## config.mk

```make
export PLATFORM = sky130hd
export DESIGN_NAME = demux_1in_3out_hs
export DESIGN_NICKNAME = d
export VERILOG_FILES = /design/src/rtl/demux_1in_3out_hs_pkg.sv /design/src/rtl/demux_1in_3out_hs.sv
export SDC_FILE = /design/constraint.sdc
export NUM_CORES = 1
export LEC_CHECK = 0
export ABC_AREA = 1
export CORE_AREA = 2 2 77 79
export DETAILED_ROUTE_END_ITERATION = 6
export DIE_AREA = 0 0 79 81
export GPL_ROUTABILITY_DRIVEN = 1
export GPL_TIMING_DRIVEN = 0
export PLACE_DENSITY = 0.9
export SETUP_SLACK_MARGIN = 0.4
export SLEW_MARGIN = 20
export SYNTH_ARGS = -nofsm -noshare
export SYNTH_HDL_FRONTEND = slang
export SYNTH_SLANG_ARGS = --single-unit
```

## constraint.sdc

```tcl
create_clock -name clk -period 2.83 [get_ports clk]
set_input_delay 0.7075 -clock clk [delete_from_list [all_inputs] [get_ports clk]]
set_output_delay 0.7075 -clock clk [all_outputs]
set_load 0.1 [all_outputs]
```

## src/rtl/demux_1in_3out_hs_pkg.sv

```systemverilog
// -----------------------------------------------------------------------------
// demux_1in_3out_hs_pkg
//   Shared definitions for the 1-to-3 handshake distributor. The 3-to-1
//   selection mux in the datapath uses the same select encodings.
//
//   Contents:
//     DEMUX_SEL_*      destination select encodings
//     buf_state_e      holding-register state (EMPTY / FULL)
//     dest_mask_t      one-hot/broadcast destination mask {C, B, A}
//     sel_to_mask()    select -> destination mask
//
//   Configuration macro: DEMUX_BROADCAST_EN
//     defined   : select 3 targets A, B and C (mask 111)
//     undefined : select 3 targets C only (mask 100)
// -----------------------------------------------------------------------------
package demux_1in_3out_hs_pkg;

  localparam logic [1:0] DEMUX_SEL_A   = 2'd0;
  localparam logic [1:0] DEMUX_SEL_B   = 2'd1;
  localparam logic [1:0] DEMUX_SEL_C   = 2'd2;
  localparam logic [1:0] DEMUX_SEL_ALL = 2'd3;

  typedef enum logic {
    ST_EMPTY = 1'b0,
    ST_FULL  = 1'b1
  } buf_state_e;

  // Bit 0 = A, bit 1 = B, bit 2 = C.
  typedef logic [2:0] dest_mask_t;

  function automatic dest_mask_t sel_to_mask(input logic [1:0] sel);
    dest_mask_t mask;
    case (sel)
      DEMUX_SEL_A: mask = 3'b001;
      DEMUX_SEL_B: mask = 3'b010;
      DEMUX_SEL_C: mask = 3'b100;
`ifdef DEMUX_BROADCAST_EN
      default:     mask = 3'b111;
`else
      default:     mask = 3'b100;
`endif
    endcase
    return mask;
  endfunction

endpackage

```

## src/rtl/demux_1in_3out_hs.sv

```systemverilog
// -----------------------------------------------------------------------------
// demux_1in_3out_hs
//   Registered 1-to-3 distributor. One producer hands over a word plus a
//   destination select on a valid/ready handshake. The word is held in a
//   single-entry buffer and offered to destination A, B or C, each with its
//   own valid/ready handshake, so the consumers can stall independently.
//
//   Ports:
//     clk                    system clock, all state on rising edge
//     rst_n                  synchronous active-low reset
//     DatoIn[DB-1:0]         data word to route
//     Sel[1:0]               destination: 0=A, 1=B, 2=C, 3=C (or all, see below)
//     InValid / InReady      input handshake
//     DatoA/B/C[DB-1:0]      registered data to each destination
//     ValidA/B/C             word pending for that destination
//     ReadyA/B/C             destination accepts this cycle
//
//   Configuration macro: DEMUX_BROADCAST_EN
//     defined   : Sel=3 broadcasts to A, B and C; a done mask tracks which
//                 ports have already taken the word.
//     undefined : Sel=3 goes to C only and the done mask is constant zero.
// -----------------------------------------------------------------------------
module demux_1in_3out_hs
  import demux_1in_3out_hs_pkg::*;
#(
  parameter int DB = 32
) (
  input  logic          clk,
  input  logic          rst_n,
  input  logic [DB-1:0] DatoIn,
  input  logic [1:0]    Sel,
  input  logic          InValid,
  output logic          InReady,
  output logic [DB-1:0] DatoA,
  output logic [DB-1:0] DatoB,
  output logic [DB-1:0] DatoC,
  output logic          ValidA,
  output logic          ValidB,
  output logic          ValidC,
  input  logic          ReadyA,
  input  logic          ReadyB,
  input  logic          ReadyC
);

  buf_state_e    state_q, state_d;
  logic [DB-1:0] buf_data_q, buf_data_d;
  logic [1:0]    buf_sel_q, buf_sel_d;

  logic          buf_valid;
  dest_mask_t    target;
  dest_mask_t    done_mask;
  dest_mask_t    ready_vec;
  dest_mask_t    valid_vec;
  dest_mask_t    xfer;
  logic          complete;
  logic          accept;

  assign buf_valid = (state_q == ST_FULL);
  assign target    = sel_to_mask(buf_sel_q);
  assign ready_vec = {ReadyC, ReadyB, ReadyA};
  assign valid_vec = {3{buf_valid}} & target & ~done_mask;
  assign xfer      = valid_vec & ready_vec;

  // The word is finished once every targeted port has either taken it
  // earlier or is taking it now.
  assign complete  = buf_valid & ~|(target & ~(done_mask | xfer));

  // Gating with rst_n keeps InReady low while reset is asserted; after
  // release the buffer is empty, so InReady rises immediately.
  assign InReady   = rst_n & (~buf_valid | complete);
  assign accept    = InValid & InReady;

  // NOTE: every always_comb output gets a default first so no path can
  // leave it unassigned and infer a latch.
  always_comb begin
    state_d    = state_q;
    buf_data_d = buf_data_q;
    buf_sel_d  = buf_sel_q;
    if (accept) begin
      // Covers both the empty case and complete-plus-refill in one cycle.
      state_d    = ST_FULL;
      buf_data_d = DatoIn;
      buf_sel_d  = Sel;
    end else if (complete) begin
      state_d    = ST_EMPTY;
    end
  end

  // NOTE: sequential state uses non-blocking assignments only, so every
  // flop samples the pre-edge values regardless of statement order.
  always_ff @(posedge clk) begin
    if (!rst_n) begin
      state_q    <= ST_EMPTY;
      // NOTE: the data register is reset because the outputs it drives
      // must read zero out of reset, not merely be qualified by Valid.
      buf_data_q <= '0;
      buf_sel_q  <= DEMUX_SEL_A;
    end else begin
      state_q    <= state_d;
      buf_data_q <= buf_data_d;
      buf_sel_q  <= buf_sel_d;
    end
  end

`ifdef DEMUX_BROADCAST_EN
  dest_mask_t done_mask_q, done_mask_d;

  // Ports that already took a broadcast word are masked off until the last
  // outstanding port transfers; a new word always starts with a clear mask.
  always_comb begin
    done_mask_d = done_mask_q;
    if (accept || complete) begin
      done_mask_d = '0;
    end else if (buf_valid) begin
      done_mask_d = done_mask_q | xfer;
    end
  end

  always_ff @(posedge clk) begin
    if (!rst_n) begin
      done_mask_q <= '0;
    end else begin
      done_mask_q <= done_mask_d;
    end
  end

  assign done_mask = done_mask_q;
`else
  // Single-destination routing completes in one transfer, nothing to track.
  assign done_mask = '0;
`endif

  assign DatoA  = buf_data_q;
  assign DatoB  = buf_data_q;
  assign DatoC  = buf_data_q;
  assign ValidA = valid_vec[0];
  assign ValidB = valid_vec[1];
  assign ValidC = valid_vec[2];

endmodule

```

## Word level (Yosys, flattened, before mapping)

Index checks and enable logic that the tools add are counted.

| operators by class | value |
|---|---|
| reductions and logical operators | 4 |
| bitwise gates (word level) | 9 |
| muxes and demuxes | 3 |
| eq/ne operators | 1 |

Operators by type and width:

| cell | count |
|---|---|
| 3-bit bitwise AND | 3 |
| 3-bit case mux with 2 select lines | 1 |
| 1-bit bitwise AND | 3 |
| 3-bit NOT | 1 |
| 3-bit OR reduction | 1 |
| 2-bit by 1-bit equality test with 1-bit output, second input constant | 1 |
| 2-bit zero test | 1 |
| 1-bit two-way mux | 2 |
| 2-bit nonzero test | 1 |
| 1-bit zero test | 1 |
| 1-bit NOT | 1 |
| 1-bit OR | 1 |

| word-level totals | value |
|---|---|
| word-level logic and storage cells | 20 |
| output and inout port bits | 100 |
| input port bits | 40 |
| flip-flop bits (word level) | 35 |

## Depth between registers and ports, before layout

Gate-level depths: netlist of run 1.

| logic depth | value |
|---|---|
| depth in word-level cells | 13 |
| gate-level depth with buffers | 8 |
| mapped depth without buffers | 7 |

## Worst setup path before layout of run 1

OpenSTA, ideal clock, no wires.

| timing path | value |
|---|---|
| kind | input to output |
| start | input port rst_n |
| end | output port InReady |
| required time | 2.122 ns |
| arrival | 2.770 ns |
| stages | 5 |
| slack | -0.648 ns |
| path buffers | 3 |
| cell sequence | buf_2 > buf_2 > buf_2 > inv_1 > a21oi_1 |

| on the way | value |
|---|---|
| longest elaborated chain between the ends | 1 |

Ends and longest elaborated chain:

| element | RTL line | source |
|---|---|---|
| start, declared | demux_1in_3out_hs.sv:29 | `input logic rst_n,` |
| 1-bit bitwise AND | demux_1in_3out_hs.sv:70 | `assign InReady = rst_n & (~buf_valid \| complete);` |
| end, declared | demux_1in_3out_hs.sv:33 | `output logic InReady,` |

No other way between the ends.

## Worst setup path in the final report of run 1

| timing path | value |
|---|---|
| start | register buf_data_q[27], in the netlist DatoA[27] |
| end | output port DatoB[27] |

RTL lines:

| element | RTL line | source |
|---|---|---|
| start, declared | demux_1in_3out_hs.sv:46 | `logic [DB-1:0] buf_data_q, buf_data_d;` |
| start signal, assigned | demux_1in_3out_hs.sv:100 | `buf_data_q <= buf_data_d;` |
| end, declared | demux_1in_3out_hs.sv:35 | `output logic [DB-1:0] DatoB,` |

No word-level cell between the ends.

==> impl_metrics.json, run 1 <==
{
  "gp_congestion": 0.733,
  "maxSlewViolCount": 0,
  "maxCapViolations": 0,
  "ant_nets": 0,
  "via_count": 2274,
  "yosysMostFrequentCell": "nand2_1",
  "synth_nets": 346,
  "ys_ff_latch": 35,
  "die_width_um": 79,
  "cts_max_path_buffers": 2,
  "end_kind": "output port",
  "clkPwrFrac": 0.209,
  "synth_top_area_share": 0.330,
  "setup_ws_ns": 0.463,
  "synth_warnings": 0,
  "finalSetupViolCount": 0,
  "pwr-share-comb": 0.538,
  "fin_hold_ws_ns": 0.548,
  "post-route-util": 0.640,
  "first_iter_violations": 74,
  "vias_per_cell": 4.32,
  "critPathLaunchType": "flop",
  "syn2layout_area_growth_pct": 71.2,
  "p_per_area_nw_per_um2": 623,
  "place.port_buffers": 137,
  "cts_root_buf": "clkbuf_8",
  "nets": 490,
  "synth.area.top_cells": "dfxtp_1 (33%), buf_4 (24%), nand2_1 (19%)",
  "syn_area_um2": 2120,
  "cts_hold_buf": 0,
  "grt_overflow_total": 0,
  "power.internal_mw": 1.09,
  "swShare": 0.520,
  "ys_top_cells_by_count": "nand2_1 (105), buf_4 (67), inv_1 (41)",
  "clock_skew_ns": 0.00923,
  "yosys.area.top_type": "dfxtp_1",
  "dr.pass1.iters": 4,
  "critPathKind": "reg -> out",
  "min_period_ns": 2.37,
  "grt_pass1_vias": 2074,
  "pin_count": 140,
  "final_cells": 526,
  "antenna_found_initial": 0,
  "synth_cell_types": 17,
  "hold_viol": 0,
  "rows": 28,
  "cts_tree": "done",
  "wl_per_cell_um": 11.8,
  "initial_utilization": 0.374,
  "drive_gt1_frac": 0.204,
  "outcome": "finished, final reports clean",
  "maxSlewHeadroom": 0.348,
  "synthArstFlopShare": 0,
  "grt_pass1_wl_mm": 9.56,
  "worstMarginPinSlew_ns": 0.981,
  "period_share": 0.836,
  "synthCells": 306,
  "dp.cells": 518,
  "max_freq_mhz": 423,
  "synth_edf_count": 0,
  "ys_seq_area_frac": 0.330,
  "post-place-ws_ns": -0.656,
  "fp.dieArea_um2": 6400,
  "dp_hpwl_mm": 4.81,
  "wl_mm": 6.20,
  "post_cts_buffers": 0,
  "grt_usage": 0.189,
  "power_frac_seq": 0.253,
  "core_um2": 5680,
  "diodes": 0,
  "syn_area_per_cell_um2": 6.93,
  "vdd_ir_drop_max_mv": 0.356,
  "clk_pin_slew_ns": 0.08,
  "critPathArrivalTime_ns": 1.66,
  "die_h_um": 81,
  "htreeDepth": 2,
  "cp_max_fo": 4,
  "netSwitchingPower_mw": 1.17,
  "p_total_mw": 2.26,
  "grt_max_degree": 12,
  "synth_flop_cell": "dfxtp_1",
  "rsz0062_at_grt": "false",
  "worstPathRequired_ns": 2.12,
  "p_leak_nw": 2.35,
  "clock-sinks": 35,
  "drc_errors": 0,
  "clkLatencyLatePin_ns": 0.29,
  "hp-class": "reg -> reg",
  "numCtsBuffers": 5
}
what timing repair did:
item / in CTS / in global routing
setup endpoints to repair: 100 / 1
pin swaps: 0 / 2
cloned: 0 / 0
gates resized for setup: 111 / 12
critical path: stages, from the launching register on:
cell	delay (ns)
dfxtp_1	0.40
buf_4	0.13
dlygate4sd2_1	0.84
placed cells by master, fill, tap and decap left out, types with 3 or more instances in the layout:
master	count
nand2_1	105
dlygate4sd2_1	96
buf_4	68
inv_1	41
dfxtp_1	35
nand4_1	34
clkdlybuf4s50_1	34
clkbuf_1	7
clkbuf_8	6
buf_6	4
dlymetal6s2s_1	3
clkdlybuf4s15_2	3
area by class of cell:
| cell class | count | area (µm²) |
|---|---|---|
| multi-input cells | 148 | 693 |
| plain buffers | 82 | 598 |
| flip-flops and latches | 35 | 701 |
| clock inverters | 2 | 35.0 |
| fillers | 538 | 2050 |
| well taps | 75 | 93.8 |
| repair buffers | 137 | 1270 |
| clock buffers | 6 | 82.6 |
| inverters | 41 | 154 |
per-layer routing:
metal | vias to the layer above | GRT usage | share of wire
met2 | 90 | 0.370 | 0.55
met5 | - | 0 | 0
li1 | 1161 | - | -
met4 | 0 | 0.0466 | 0.0056
met3 | 4 | 0.0533 | 0.071
met1 | 1019 | 0.198 | 0.37
path summary, 6_finish.rpt:
path / to / depth (start not counted) / start / slack [ns]
worst max-delay path: DatoB[27] / 2 / DatoA[27] / 0.46
worst min-delay path: DatoA[20] / 4 / DatoA[20] / 0.55
worst max register to register: DatoA[25] / 7 / buf_sel_q[1] / 1.38
worst min register to register: DatoA[20] / 4 / DatoA[20] / 0.55
flip-flops by register name, indices dropped and copies added, names as in the netlist:
signal     flops
DatoA         32
buf_sel_q      2
buf_valid      1
kinds of logic after synthesis:
logic type / count (synthesis) / synth area share
and+or+nand+nor: 146 / 0.316
buffers and inverters: 123 / 0.349
DFF: 35 / 0.330
AOI/OAI and AO/OA: 2 / 0.00472
power by group through the flow:
stage | Clock (mW) | Combinational (mW) | Sequential (mW)
after global routing | 0.504 | 1.26 | 0.581
after CTS | 0.477 | 1.22 | 0.574
after detailed placement | 0 | 1.29 | 0.586
after floorplan | 0 | 0.752 | 0.836
final | 0.472 | 1.22 | 0.573
after global placement | 0 | 1.28 | 0.582
per-stage QoR:
step	TNS (ns)	cell area (µm²)
floorplan	-0.0208	2130
detailed placement	-0.656	3600
global route	0	3630
CTS	0	3600
finish	0	3630
global placement	-0.602	3600
(Power assumes the default switching activity.)
==> inputs of run 2 (changes only) <==
CORE_AREA = 2 2 80 82   (was 2 2 77 79)
DIE_AREA = 0 0 82 84   (was 0 0 79 81)
PLACE_DENSITY = 0.84   (was 0.9)
clock period = 2.29 ns   (was 2.83 ns; I/O delays follow)
==> impl_metrics.json, run 2 (same netlist as run 1, synthesis figures left out) <==
{
  "drive_gt1_frac": 0.510,
  "clock-sinks": 35,
  "cts_root_buf": "clkbuf_8",
  "cts_hold_buf": 0,
  "period_share": 0.811,
  "end_kind": "output port",
  "die_width_um": 82,
  "p_total_mw": 2.80,
  "grt_max_degree": 11,
  "min_period_ns": 1.86,
  "cp_max_fo": 4,
  "critPathKind": "reg -> out",
  "wl_per_cell_um": 11.8,
  "clk_pin_slew_ns": 0.07,
  "grt_overflow_total": 0,
  "cp_cell_sequence": "buf_4 > clkdlybuf4s15_2",
  "hp-class": "reg -> reg",
  "worstPathRequired_ns": 1.72,
  "grt_pass1_wl_mm": 10.0,
  "die_h_um": 84,
  "numCtsBuffers": 5,
  "register_area_um2": 747,
  "cts_tree": "done",
  "rsz0062_at_grt": "true",
  "critPathTopFamily": "buffers and inverters",
  "p_per_area_nw_per_um2": 718,
  "critPathLaunchType": "flop",
  "dp.cells": 520,
  "htreeDepth": 2,
  "vias_per_cell": 4.29,
  "wl_mm": 6.28,
  "first_iter_violations": 96,
  "final_cell_mix": "nand2_1 (103), buf_4 (73), clkdlybuf4s15_2 (60)",
  "critPathArrivalTime_ns": 1.28,
  "core_um2": 6100,
  "syn2layout_area_growth_pct": 83.7,
  "fp.dieArea_um2": 6890,
  "rows": 29,
  "setup_ws_ns": 0.433,
  "max_freq_mhz": 539,
  "critPathMaxStageDelay_ns": 0.54,
  "final_common_cell": "nand2_1",
  "cts_max_path_buffers": 2,
  "grt_usage": 0.184,
  "clkLatencyLatePin_ns": 0.28,
  "path_buf_inv": 2,
  "initial_utilization": 0.348,
  "largest_reg_flops": 32,
  "final_cells": 532,
  "p_leak_nw": 2.07,
  "finalSetupViolCount": 0,
  "vdd_ir_drop_max_mv": 0.435,
  "worstMarginPinSlew_ns": 0.558,
  "grt_pass1_vias": 2178,
  "maxSlewHeadroom": 0.630,
  "dr.pass1.iters": 4,
  "post-place-ws_ns": -0.874,
  "ant_nets": 0,
  "dp_hpwl_mm": 4.89,
  "diodes": 0,
  "maxCapViolations": 0,
  "nets": 494,
  "place.port_buffers": 137,
  "critPathSlowestCell": "clkdlybuf4s15_2",
  "gp_congestion": 0.690,
  "hold_viol": 0,
  "drc_errors": 0,
  "setup_tns_ns": 0,
  "antenna_found_initial": 0,
  "outcome": "finished, final reports clean",
  "maxSlewViolCount": 0,
  "multi_input_area_um2": 726,
  "via_count": 2282,
  "pin_count": 140,
  "fill_cells": 561,
  "clock_skew_ns": 0.00637
}
[run 2: cell types whose count changed in the layout (fill, tap and decap cells not counted), moves of 5 or more]
| cell | previous run | this run |
|---|---|---|
| buf_4 | 68 | 73 |
| clkdlybuf4s15_2 | 3 | 60 |
| dfxtp_1 | 35 | 0 |
| clkdlybuf4s18_2 | 0 | 32 |
| dfxtp_2 | 0 | 34 |
| dlygate4sd2_1 | 96 | 0 |
[run 2: per-layer routing]
metal,GRT usage,part of all wire,vias to the layer above
met5,0,0,-
met4,0.0470,0.010,0
met3,0.0487,0.085,8
met2,0.343,0.53,83
met1,0.199,0.38,1019
li1,-,-,1172
[run 2: metrics by stage]
| stage | util | hold slack [ns] | instance area (µm²) |
|---|---|---|---|
| 6_report | 0.639 | 0.537 | 3890 |
| 5_1_grt | 0.639 | 0.559 | 3890 |
| 4_1_cts | 0.642 | 0.543 | 3920 |
| 3_5_place_dp | 0.605 | 0.531 | 3690 |
| 3_3_place_gp | 0.605 | 0.521 | 3690 |
| 2_1_floorplan | - | 0.563 | 2220 |
[run 2: cell type report]
class,count,area share
Clock buffer,8,0.0257
Buffer,82,0.157
Timing Repair Buffer,141,0.374
Inverter,41,0.0402
Sequential cell,35,0.192
Multi-Input combinational cell,148,0.186
Tap cell,77,0.0247
[run 2: final timing paths]
path / startpoint / cells past startpoint / to / slack (ns)
worst max register to register: buf_sel_q[0] / 10 / DatoA[26] / 0.71
worst min register to register: DatoA[2] / 4 / DatoA[2] / 0.54
worst min-delay path: DatoA[2] / 4 / DatoA[2] / 0.54
worst max-delay path: DatoA[12] / 2 / DatoB[12] / 0.43
[run 2: worst reg2reg max path, stage by stage, from the launching register on]
cell and delay, ns:
dfxtp_2 0.41, nor2_1 0.07, nand2_2 0.09, nand3_4 0.09, buf_4 0.14, buf_4 0.13, nand2_4 0.11, nand3_4 0.15
buf_6 0.18, nand2_1 0.07, nand2_1 0.05
[run 2: report_power, final]
group | switching, mW | internal, mW
clock | 0.215 | 0.275
sequential | 0.0539 | 0.668
combinational | 1.18 | 0.401
total | 1.45 | 1.34
[run 2: repair_timing]
action,4_1_cts,5_1_grt
cloned,0,0
resized for setup,318,55
buffers inserted,1,3
pin swaps,3,2
endpoints found under the setup margin,100,38
